==> config.mk <==
export PLATFORM = sky130hd
export DESIGN_NAME = delay_calibrator
export DESIGN_NICKNAME = d
export VERILOG_FILES = /design/src/rtl/delay_calibrator.sv
export SDC_FILE = /design/constraint.sdc
export NUM_CORES = 1
export LEC_CHECK = 0
export ABC_AREA = 1
export CAP_MARGIN = 20
export CORE_MARGIN = 5
export CORE_UTILIZATION = 50
export CTS_CLUSTER_DIAMETER = 80
export DETAILED_ROUTE_END_ITERATION = 10
export PLACE_DENSITY = 0.74
export SLEW_MARGIN = 20
export SYNTH_ARGS = -nofsm -noshare
export SYNTH_HDL_FRONTEND = slang
export SYNTH_SLANG_ARGS = --single-unit
==> constraint.sdc <==
create_clock -name Clk -period 3.2 [get_ports Clk]
set_input_delay 0.64 -clock Clk [delete_from_list [all_inputs] [get_ports Clk]]
set_output_delay 0.64 -clock Clk [all_outputs]
set_load 0.02 [all_outputs]
==> src/rtl/delay_calibrator.sv <==
// Delay-line auto-calibration controller: sweeps every non-reference channel through all taps and
// programs the tap with the most coincidences against channel 0. Define DLYCAL_HIST_EN to add BestCnt.
module delay_calibrator #(
  parameter int unsigned NCHAN  = 4,
  parameter int unsigned NREGS  = 10,
  parameter int unsigned WINDOW = 1000
) (
  input  logic                              Clk,
  input  logic                              Rst_n,
  input  logic                              Start,
  input  logic                              Abort,
  input  logic                              WrEn,
  input  logic [$clog2(NCHAN)-1:0]          WrChan,
  input  logic [$clog2(NREGS)-1:0]          WrData,
  input  logic [NCHAN-1:0]                  DlayChann,
  output logic [NCHAN*$clog2(NREGS)-1:0]    Delays,
  output logic                              Busy,
  output logic                              Done,
  output logic [NCHAN-1:0]                  NoCoinc
`ifdef DLYCAL_HIST_EN
  ,
  output logic [NCHAN*$clog2(WINDOW+1)-1:0] BestCnt
`endif
);

  localparam int unsigned DW  = $clog2(NREGS);
  localparam int unsigned CW  = $clog2(WINDOW + 1);
  localparam int unsigned CHW = $clog2(NCHAN);
  localparam int unsigned SW  = $clog2(NREGS + 3);
  localparam int unsigned TW  = (CW > SW) ? CW : SW;

  typedef enum logic [2:0] {
    S_IDLE,
    S_SET,
    S_SETTLE,
    S_COUNT,
    S_EVAL,
    S_NEXT,
    S_DONE
  } state_t;

  state_t          state;
  logic [DW-1:0]   dly [NCHAN];
  logic [DW-1:0]   restore;
  logic [CHW-1:0]  chan;
  logic [DW-1:0]   tap;
  logic [DW-1:0]   best_tap;
  logic [CW-1:0]   cnt;
  logic [CW-1:0]   best;
  logic [TW-1:0]   timer;
  logic            coinc;
  logic            wr_hit;
  logic [DW-1:0]   wr_val;
`ifdef DLYCAL_HIST_EN
  logic [CW-1:0]   best_cnt [NCHAN];
`endif

  // Host write decode: drop out-of-range channels, clamp out-of-range taps.
  always_comb begin
    wr_hit = 1'b0;
    for (int i = 0; i < NCHAN; i++) begin
      if (WrChan == CHW'(i)) wr_hit = 1'b1;
    end
    wr_val = (WrData >= DW'(NREGS)) ? DW'(NREGS - 1) : WrData;
  end

  assign coinc = DlayChann[0] & DlayChann[chan];

  always_ff @(posedge Clk or negedge Rst_n) begin
    if (!Rst_n) begin
      state    <= S_IDLE;
      Busy     <= 1'b0;
      Done     <= 1'b0;
      NoCoinc  <= '0;
      restore  <= '0;
      chan     <= '0;
      tap      <= '0;
      best_tap <= '0;
      cnt      <= '0;
      best     <= '0;
      timer    <= '0;
      for (int i = 0; i < NCHAN; i++) begin
        dly[i] <= '0;
`ifdef DLYCAL_HIST_EN
        best_cnt[i] <= '0;
`endif
      end
    end else if ((state != S_IDLE) && Abort) begin
      // The channel under sweep gets its pre-sweep value back; finished channels keep theirs.
      if (state != S_DONE) dly[chan] <= restore;
      Busy  <= 1'b0;
      Done  <= 1'b0;
      state <= S_IDLE;
    end else begin
      case (state)
        S_IDLE: begin
          Done <= 1'b0;
          if (Start) begin
            chan     <= CHW'(1);
            tap      <= '0;
            best     <= '0;
            best_tap <= '0;
            restore  <= dly[1];
            NoCoinc  <= '0;
            Busy     <= 1'b1;
            state    <= S_SET;
          end else if (WrEn && wr_hit) begin
            dly[WrChan] <= wr_val;
          end
        end
        S_SET: begin
          dly[chan] <= tap;
          timer     <= '0;
          cnt       <= '0;
          state     <= S_SETTLE;
        end
        S_SETTLE: begin
          // NREGS+2 cycles lets the old tap drain out of the delay pipeline.
          if (timer == TW'(NREGS + 1)) begin
            timer <= '0;
            state <= S_COUNT;
          end else begin
            timer <= timer + TW'(1);
          end
        end
        S_COUNT: begin
          if (coinc && (cnt != '1)) cnt <= cnt + CW'(1);
          if (timer == TW'(WINDOW - 1)) begin
            state <= S_EVAL;
          end else begin
            timer <= timer + TW'(1);
          end
        end
        S_EVAL: begin
          if (cnt > best) begin
            best     <= cnt;
            best_tap <= tap;
          end
          if (tap == DW'(NREGS - 1)) begin
            state <= S_NEXT;
          end else begin
            tap   <= tap + DW'(1);
            state <= S_SET;
          end
        end
        S_NEXT: begin
          dly[chan]     <= best_tap;
          NoCoinc[chan] <= (best == '0);
`ifdef DLYCAL_HIST_EN
          best_cnt[chan] <= best;
`endif
          if (chan == CHW'(NCHAN - 1)) begin
            state <= S_DONE;
          end else begin
            chan     <= chan + CHW'(1);
            restore  <= dly[chan + CHW'(1)];
            tap      <= '0;
            best     <= '0;
            best_tap <= '0;
            state    <= S_SET;
          end
        end
        S_DONE: begin
          Done  <= 1'b1;
          Busy  <= 1'b0;
          state <= S_IDLE;
        end
        default: state <= S_IDLE;
      endcase
    end
  end

  for (genvar g = 0; g < NCHAN; g++) begin : g_out
    assign Delays[g*DW +: DW] = dly[g];
`ifdef DLYCAL_HIST_EN
    assign BestCnt[g*CW +: CW] = best_cnt[g];
`endif
  end

endmodule
Yosys cells after proc, flatten, opt, wreduce, memory -nomap -nowiden
Index checks and enable logic that the tools add are counted.
{ "totals": {"mem_count": 0, "rom_bits": 0, "latch_bits": 0, "elab_cells": 145, "inputBits": 15, "output_inout_bits": 22, "ramBits": 0, "reg_bits": 69} }
{ "op_classes": {"bitwise": 5, "order_cmp": 9, "div": 0, "n_reduce_logical": 25, "mux": 60, "add_sub_neg": 4, "n_eq_ne": 27, "mul": 0, "n_shift": 0} }
{ "op_table": {"columns": ["cell", "n"], "rows": [
  ["16-bit bitwise mux", 4],
  ["16-bit 2-to-1 mux", 4],
  ["10-bit 2-to-1 mux", 6],
  ["10-bit one-hot mux with 3 select lines", 2],
  ["16-bit one-hot mux with 3 select lines", 1],
  ["4-bit 2-to-1 mux", 11],
  ["4-bit one-hot mux with 3 select lines", 2],
  ["10-bit by 1-bit adder with 10-bit output, second input constant", 2],
  ["10-bit one-hot mux with 2 select lines", 1],
  ["3-bit 2-to-1 mux", 6],
  ["3-bit inequality test, second input constant", 6],
  ["3-bit one-hot mux with 6 select lines", 1],
  ["4-bit demux with 2-bit select", 2],
  ["4-bit one-hot mux with 2 select lines", 2],
  ["2-bit inequality test, second input constant", 6],
  ["3-bit AND reduction", 4],
  ["3-bit nonzero test", 4],
  ["10-bit equality test, second input constant", 1],
  ["10-bit by 4-bit equality test with 1-bit output, second input constant", 1],
  ["10-bit > comparator", 1],
  ["10-bit logical NOT", 1],
  ["10-bit inequality test, second input constant", 1],
  ["5-bit AND reduction", 2],
  ["3-bit equality test, second input constant", 3],
  ["other kinds (31)", 56]
]} }

Depth between registers and ports, before layout
Gate-level depths: netlist (run 1).
{ "depth": {"depth_word": 10, "ltp_mapped": 14, "mapped_depth_nobuf": 13} }

Worst setup path before layout (run 1)
OpenSTA, ideal clock, no wires.
{ "synth_timing": {"path_type": "register to register", "start": "register cnt[9]", "end": "register best[4]", "synth_period_minus_slack_ns": 1.728, "setup_time_ns": 0.066, "arrival_time_ns": 1.661, "setup_slack_ns": 1.472, "stages_incl_launch_ff": 11, "n_path_buf": 1, "required_time_ns": 3.134, "cell_sequence": "dfrtp_1 ha_1 nand2_1 nor2_1 nand3_1 nand3_1 nand2_1 nand2_1 clkbuf_1 nand3_1 nand2_1"} }
{ "synth_between": {"elab_chain_cells": 3} }
{ "synth_lines": {"columns": ["element", "line", "source"], "rows": [
  ["start: declaration", "48", "logic [CW-1:0] cnt;"],
  ["start signal: assignment", "127", "if (coinc && (cnt != '1)) cnt <= cnt + CW'(1);"],
  ["10-bit > comparator", "135", "if (cnt > best) begin"],
  ["2-bit inequality test (no line)", null, null],
  ["5-bit AND reduction (no line)", null, null],
  ["end signal: assignment", "136", "best <= cnt;"],
  ["end: declaration", "49", "logic [CW-1:0] best;"]
]} }
No other way between the ends.
A chain may end at the register's enable or synchronous reset.

Final worst setup path (run 1)
{ "layout_timing": {"start": "register chan[0]", "end": "register restore[0]"} }
{ "layout_between": {"elab_chain_cells": 7, "elab_cells_between_ends": 10, "cone_classes": "1 x add/sub; 2 x eq/ne; 5 x mux; 1 x bitwise; 1 x reduce/logical"} }
{ "layout_lines": {"columns": ["element", "line", "source"], "rows": [
  ["start: declaration", "45", "logic [CHW-1:0] chan;"],
  ["start signal: assignment", "155", "chan <= chan + CHW'(1);"],
  ["2-bit by 1-bit adder with 2-bit output", "156", "restore <= dly[chan + CHW'(1)];"],
  ["2-bit NOT with 3-bit output (implied by the code)", "156", null],
  ["4-bit binary-select mux with 2-bit select", "156", null],
  ["4-bit 2-to-1 mux (implied by the code) (2 in a row)", "156", null],
  ["4-bit 2-to-1 mux", "152", "if (chan == CHW'(NCHAN - 1)) begin"],
  ["4-bit one-hot mux with 2 select lines", "95", "case (state)"],
  ["end signal: assignment", "103", "restore <= dly[1];"],
  ["end signal: assignment", "156", null],
  ["end: declaration", "44", "logic [DW-1:0] restore;"]
]} }
Several ways; a longest one is shown, not always the timed one. The select of a mux whose other input is x is not followed.

==> flow_metrics.env, run 1 <==
export IMPL_p_per_area_nw_per_um2=638.5
export IMPL_fillers=987
export IMPL_min_period_ns=2.361
export IMPL_clockBufferDepth=2
export IMPL_stdcell_area_um2=5655
export IMPL_syn_area_um2=4991
export IMPL_setup_viol=0
export IMPL_maxCapViolations=0
export IMPL_arrival_ns=2.66
export IMPL_drtPass1Iterations=5
export IMPL_multi_input_comb_area_um2=2851
export IMPL_nets=809
export IMPL_path_cells="inv_1, ha_1, or2_2, o21ai_0, a22oi_1, o21ai_1"
export IMPL_htree_levels=3
export IMPL_drtAntennaViolNets=0
export IMPL_antenna_found_initial=0
export IMPL_numCtsBuffers=9
export IMPL_grt_pass1_wl_um=23440
export IMPL_avgRoutedWirePerCell_um=15.52
export IMPL_slew_headroom_pct=41.99
export IMPL_grt_max_degree=36
export IMPL_viasPerCell=5.461
export IMPL_grt_pass1_vias=4736
export IMPL_portBuffers=36
export IMPL_dpl_cell_area_um2=5454
export IMPL_drive_gt1_share_pct=7.939
export IMPL_post_route_period_util_pct=73.78
export IMPL_clk_latency_ns=0.37
export IMPL_final_common_cell="nand2_1"
export IMPL_start_util_pct=51.06
export IMPL_synth_seq_area_share_pct=34.60
export IMPL_timing_fmax_mhz=423.6
export IMPL_cts_root_buf="clkbuf_8"
export IMPL_track_usage_pct=25.07
export IMPL_fin_setup_tns_ns=0
export IMPL_cts_sinks=69
export IMPL_drc=0
export IMPL_cts_setup_buffers=0
export IMPL_finalWeightedCongestion=0.9660
export IMPL_io_pins=37
export IMPL_reg2reg_depth=6
export IMPL_hold_violations=0
export IMPL_syn_area_per_cell_um2=6.673
export IMPL_synth_nets=781
export IMPL_ys_warn_count=0
export IMPL_reg2reg_to="restore[0]"
export IMPL_cp_max_fo=13
export IMPL_tightest_slew_ns=0.8702
export IMPL_cts_hold_buf=0
export IMPL_core_rowCount=36
export IMPL_wl_um=14190
export IMPL_ctsResizeCount=0
export IMPL_timing_rr_start="chan[0]"
export IMPL_regArea_um2=1727
export IMPL_vias=4991
export IMPL_run_status="finished clean"
export IMPL_coreArea_um2=9774
export IMPL_cp_end_kind="flip-flop"
export IMPL_required_ns=3.50
export IMPL_die_x_um=109.9
export IMPL_drv_slew=0
export IMPL_clkTransAtPathRegs_ns=0.08
export IMPL_yosysUniqueCellTypes=34
export IMPL_rsz0062_at_grt="no"
export IMPL_drt_iter0_markers=341
export IMPL_grt_ovfl_total=0
export IMPL_area_growth_pct=13.31
export IMPL_r2r_slack_ns=0.84
export IMPL_p_leak_nw=2.703
export IMPL_ys_seq_elements=69
export IMPL_start_kind="flip-flop"
export IMPL_die_h_um=109.9
export IMPL_design_die_area_um2=12080
export IMPL_cts_tree="yes"
export IMPL_final_cell_mix="nand2_1 (268), nand3_1 (97), inv_1 (72)"
export IMPL_diodes=0
export IMPL_skew_ns=0.006968
export IMPL_dp_hpwl_um=10590
export IMPL_peakVddDrop_v=0.0004247
export IMPL_path_class="flip-flop to flip-flop"
export IMPL_slowest_delay_ns=0.63
export IMPL_synthCells=748
export IMPL_holdCritPathClass="primary input to asynchronous set/reset pin"
export IMPL_crit_path_top_delay_cell="dfrtp_1"
-- cell families after synthesis --
group	synth area share [%]
buffers and inverters	8.272
AND/OR/NAND/NOR	41.31
flip-flops	34.60
XOR/XNOR	0.7019
adder cells (fa/ha/maj)	4.512
AO/OA/AOI/OAI	10.60
-- Yosys cell counts (all sizes together) --
library cell  count  area, um2
nand2           278       1084
nand3            97      485.5
inv              78      292.8
dfrtp            69       1727
nor2             53      264.0
o21ai            50      272.8
o211ai           19      142.6
ha               18      225.2
nor3             16      80.08
buf              15      77.57
nand4            11      68.82
clkbuf           10      38.78
or2               8      50.05
a21oi             6      30.03
a22oi             5      42.54
xor2              4      35.03
nand3b            3      22.52
o22ai             3      18.77
a211oi            1      7.510
a21o              1      7.510
and2              1      7.510
clkinv            1      3.750
o31ai             1      7.510
-- cell type report --
cell class | instances | share of cell area [%]
tap | 133 | 2.942
clock buffer | 11 | 2.500
multi-input combinational | 575 | 50.42
sequential | 69 | 30.53
inverter | 79 | 5.243
clock inverter | 5 | 1.062
timing repair buffer | 42 | 7.301
-- registers in the layout (all words and copies together) (netlist names), 2 cells and up --
signal and count:
Delays 16, NoCoinc 4, best 10, best_tap 4, chan 2, cnt 10
restore 4, state 3, tap 4, timer 10
-- critical path, delay by kind of cell, from the launching register on --
kind / cells / cell delay (ns)
flops: 1 / 0.63
compound gates: 3 / 0.56
simple gates: 1 / 0.39
buf+inv: 1 / 0.25
fa+ha+maj: 1 / 0.45
-- metrics by stage --
| step | hold slack, ns | instances | utilization, % | power [mW] | setup slack [ns] |
|---|---|---|---|---|---|
| finish | 0.3853 | 914 | 57.86 | 3.611 | 0.8390 |
| global route | 0.4486 | 914 | 57.86 | 3.855 | 0.7285 |
| CTS | 0.4027 | 914 | 57.86 | 3.608 | 0.9112 |
| detailed placement | 0.4678 | 898 | 55.80 | 2.854 | 0.6793 |
| global placement | 0.4588 | 898 | 55.80 | 2.842 | 0.7539 |
| floorplan | 0.3444 | 748 | - | 2.321 | 1.472 |
-- worst max-delay path by stage --
stage               startpoint     endpoint  slack (ns)  depth (start not counted)
floorplan               cnt[9]      best[4]        1.47                         10
global route            cnt[9]      best[5]        0.73                         10
CTS                    chan[0]   restore[0]        0.91                          6
detailed placement       Abort      best[1]        0.68                          7
finish                 chan[0]   restore[0]        0.84                          6
global placement         Abort  best_tap[1]        0.75                          7
-- power by group --
group | total (mW) | internal (mW) | switching, mW
combinational | 1.64 | 0.536 | 1.11
clock | 0.752 | 0.383 | 0.369
sequential | 1.22 | 1.02 | 0.200
total | 3.61 | 1.93 | 1.68
-- layer usage --
layer / routed length (um) / vias up / track usage [%]
met3: 929 / 27 / 5.109
met5: 0 / - / 0
met4: 260 / 0 / 8.370
met2: 6183 / 189 / 37.78
met1: 6812 / 2290 / 35.83
li1: - / 2485 / -
No activity file was read; power rests on OpenSTA's default activity.
==> inputs of run 2 (changes only) <==
PLACE_DENSITY = 0.76   (was 0.74)
clock period = 2.07 ns   (was 3.2 ns; I/O delays follow)
==> run 2 against run 1 <==
Effect of this change: final area up 2.8%; sequential share of layout area down 0.83 points; critical path depth down 5; die area unchanged; via count up 2.4%; flip-flop and latch count unchanged; total power up 58%; routed wire length up 1.6%; global-route usage up 0.78 points; combinational power up 65%; largest cell class unchanged; largest power group unchanged.
==> flow_metrics.env, run 2 (same netlist as run 1, synthesis figures left out) <==
export IMPL_run_status="finished clean"
export IMPL_drtPass1Iterations=7
export IMPL_coreArea_um2=9774
export IMPL_min_period_ns=1.861
export IMPL_path_cells="clkdlybuf4s50_1"
export IMPL_die_h_um=109.9
export IMPL_grt_ovfl_total=0
export IMPL_rsz0062_at_grt="no"
export IMPL_skew_ns=0.009648
export IMPL_timing_fmax_mhz=537.4
export IMPL_regArea_um2=1727
export IMPL_fillers=985
export IMPL_cp_max_fo=4
export IMPL_die_x_um=109.9
export IMPL_dpl_cell_area_um2=5617
export IMPL_dp_hpwl_um=11050
export IMPL_design_die_area_um2=12080
export IMPL_track_usage_pct=25.85
export IMPL_clockBufferDepth=2
export IMPL_finalWeightedCongestion=0.9205
export IMPL_required_ns=1.66
export IMPL_crit_path_top_delay_cell="clkdlybuf4s50_1"
export IMPL_instances_no_fill=934
export IMPL_drv_slew=0
export IMPL_slowest_delay_ns=0.65
export IMPL_final_cell_mix="nand2_1 (268), nand3_1 (97), inv_1 (72)"
export IMPL_largest_reg_flops=16
export IMPL_clk_latency_ns=0.36
export IMPL_critPathBufInv=1
export IMPL_p_per_area_nw_per_um2=979.2
export IMPL_clkTransAtPathRegs_ns=0.08
export IMPL_arrival_ns=1.45
export IMPL_cts_root_buf="clkbuf_8"
export IMPL_postLayoutCoreUtil_pct=59.49
export IMPL_slew_headroom_pct=50.59
export IMPL_grt_pass1_vias=5065
export IMPL_grt_pass1_wl_um=24480
export IMPL_final_common_cell="nand2_1"
export IMPL_tightest_slew_ns=0.7412
export IMPL_portBuffers=36
export IMPL_cts_setup_buffers=0
export IMPL_wl_um=14410
export IMPL_start_util_pct=51.06
export IMPL_fin_setup_tns_ns=0
export IMPL_dp_cells=918
export IMPL_vias=5109
export IMPL_cp_end_kind="output pin"
export IMPL_diodes=0
export IMPL_viasPerCell=5.470
export IMPL_htree_levels=3
export IMPL_avgRoutedWirePerCell_um=15.43
export IMPL_cts_sinks=69
export IMPL_setup_slack_ns=0.2092
export IMPL_drt_iter0_markers=385
export IMPL_area_growth_pct=16.50
export IMPL_cts_tree="yes"
export IMPL_power_mw=5.694
export IMPL_maxCapViolations=0
export IMPL_drc=0
export IMPL_p_leak_nw=2.803
export IMPL_whs_ns=0.1080
export IMPL_drive_gt1_share_pct=10.61
export IMPL_holdCritPathClass="primary input to asynchronous set/reset pin"
export IMPL_path_class="flip-flop to output pin"
export IMPL_post_route_period_util_pct=89.89
export IMPL_path_delay_family="buffers and inverters"
export IMPL_core_rowCount=36
export IMPL_stdcell_area_um2=5814
export IMPL_io_pins=37
export IMPL_grt_max_degree=31
export IMPL_setup_viol=0
export IMPL_cts_hold_buf=0
export IMPL_peakVddDrop_v=0.0006525
export IMPL_numCtsBuffers=9
export IMPL_place_ws_ns=0.07425
export IMPL_hold_violations=0
export IMPL_start_kind="flip-flop"
export IMPL_nets=829
export IMPL_multi_input_comb_area_um2=2859
export IMPL_antenna_found_initial=0
export IMPL_drtAntennaViolNets=0
## run 2: cell types whose count changed in the layout (fill, tap and decap cells not counted), sizes merged
cell    before  now
buf          7   27
clkbuf      11    9
clkinv       4    6
## run 2: final timing paths
| path | endpoint | from | cells past startpoint | slack [ns] |
|---|---|---|---|---|
| worst max-delay path | Delays[6] | Delays[6] | 1 | 0.21 |
| min in group Clk | best_tap[0] | best_tap[0] | 2 | 0.48 |
| worst max register to register | restore[2] | chan[0] | 6 | 0.22 |
| worst min-delay path | cnt[3] | Rst_n | 1 | 0.11 |
| worst min register to register | best_tap[0] | best_tap[0] | 2 | 0.48 |
| max in group asynchronous | restore[0] | Rst_n | 2 | 1.31 |
## run 2: layout make-up
| class | instances | share of cell area (%) |
|---|---|---|
| clock buffers | 9 | 2.130 |
| repair buffers | 62 | 9.899 |
| well taps | 133 | 2.862 |
| inverters | 79 | 5.100 |
| multi-input cells | 575 | 49.17 |
| flip-flops and latches | 69 | 29.70 |
| clock inverters | 7 | 1.141 |
## run 2: metal layers
metal | up-vias | GRT usage, % | share of wire, %
met5 | - | 0 | 0
met1 | 2395 | 37.06 | 47
met4 | 0 | 7.569 | 1.4
li1 | 2524 | - | -
met3 | 18 | 3.523 | 6.5
met2 | 172 | 40.55 | 45
## run 2: timing repair
action / 4_1_cts / 5_1_grt
resized for setup: 0 / 2
setup endpoints to repair: 0 / 11
hold endpoints to repair: 0 / 0
## run 2: report_power, final
part	switching [mW]	internal [mW]
clock network	0.557	0.549
registers	0.303	1.57
logic	1.75	0.959
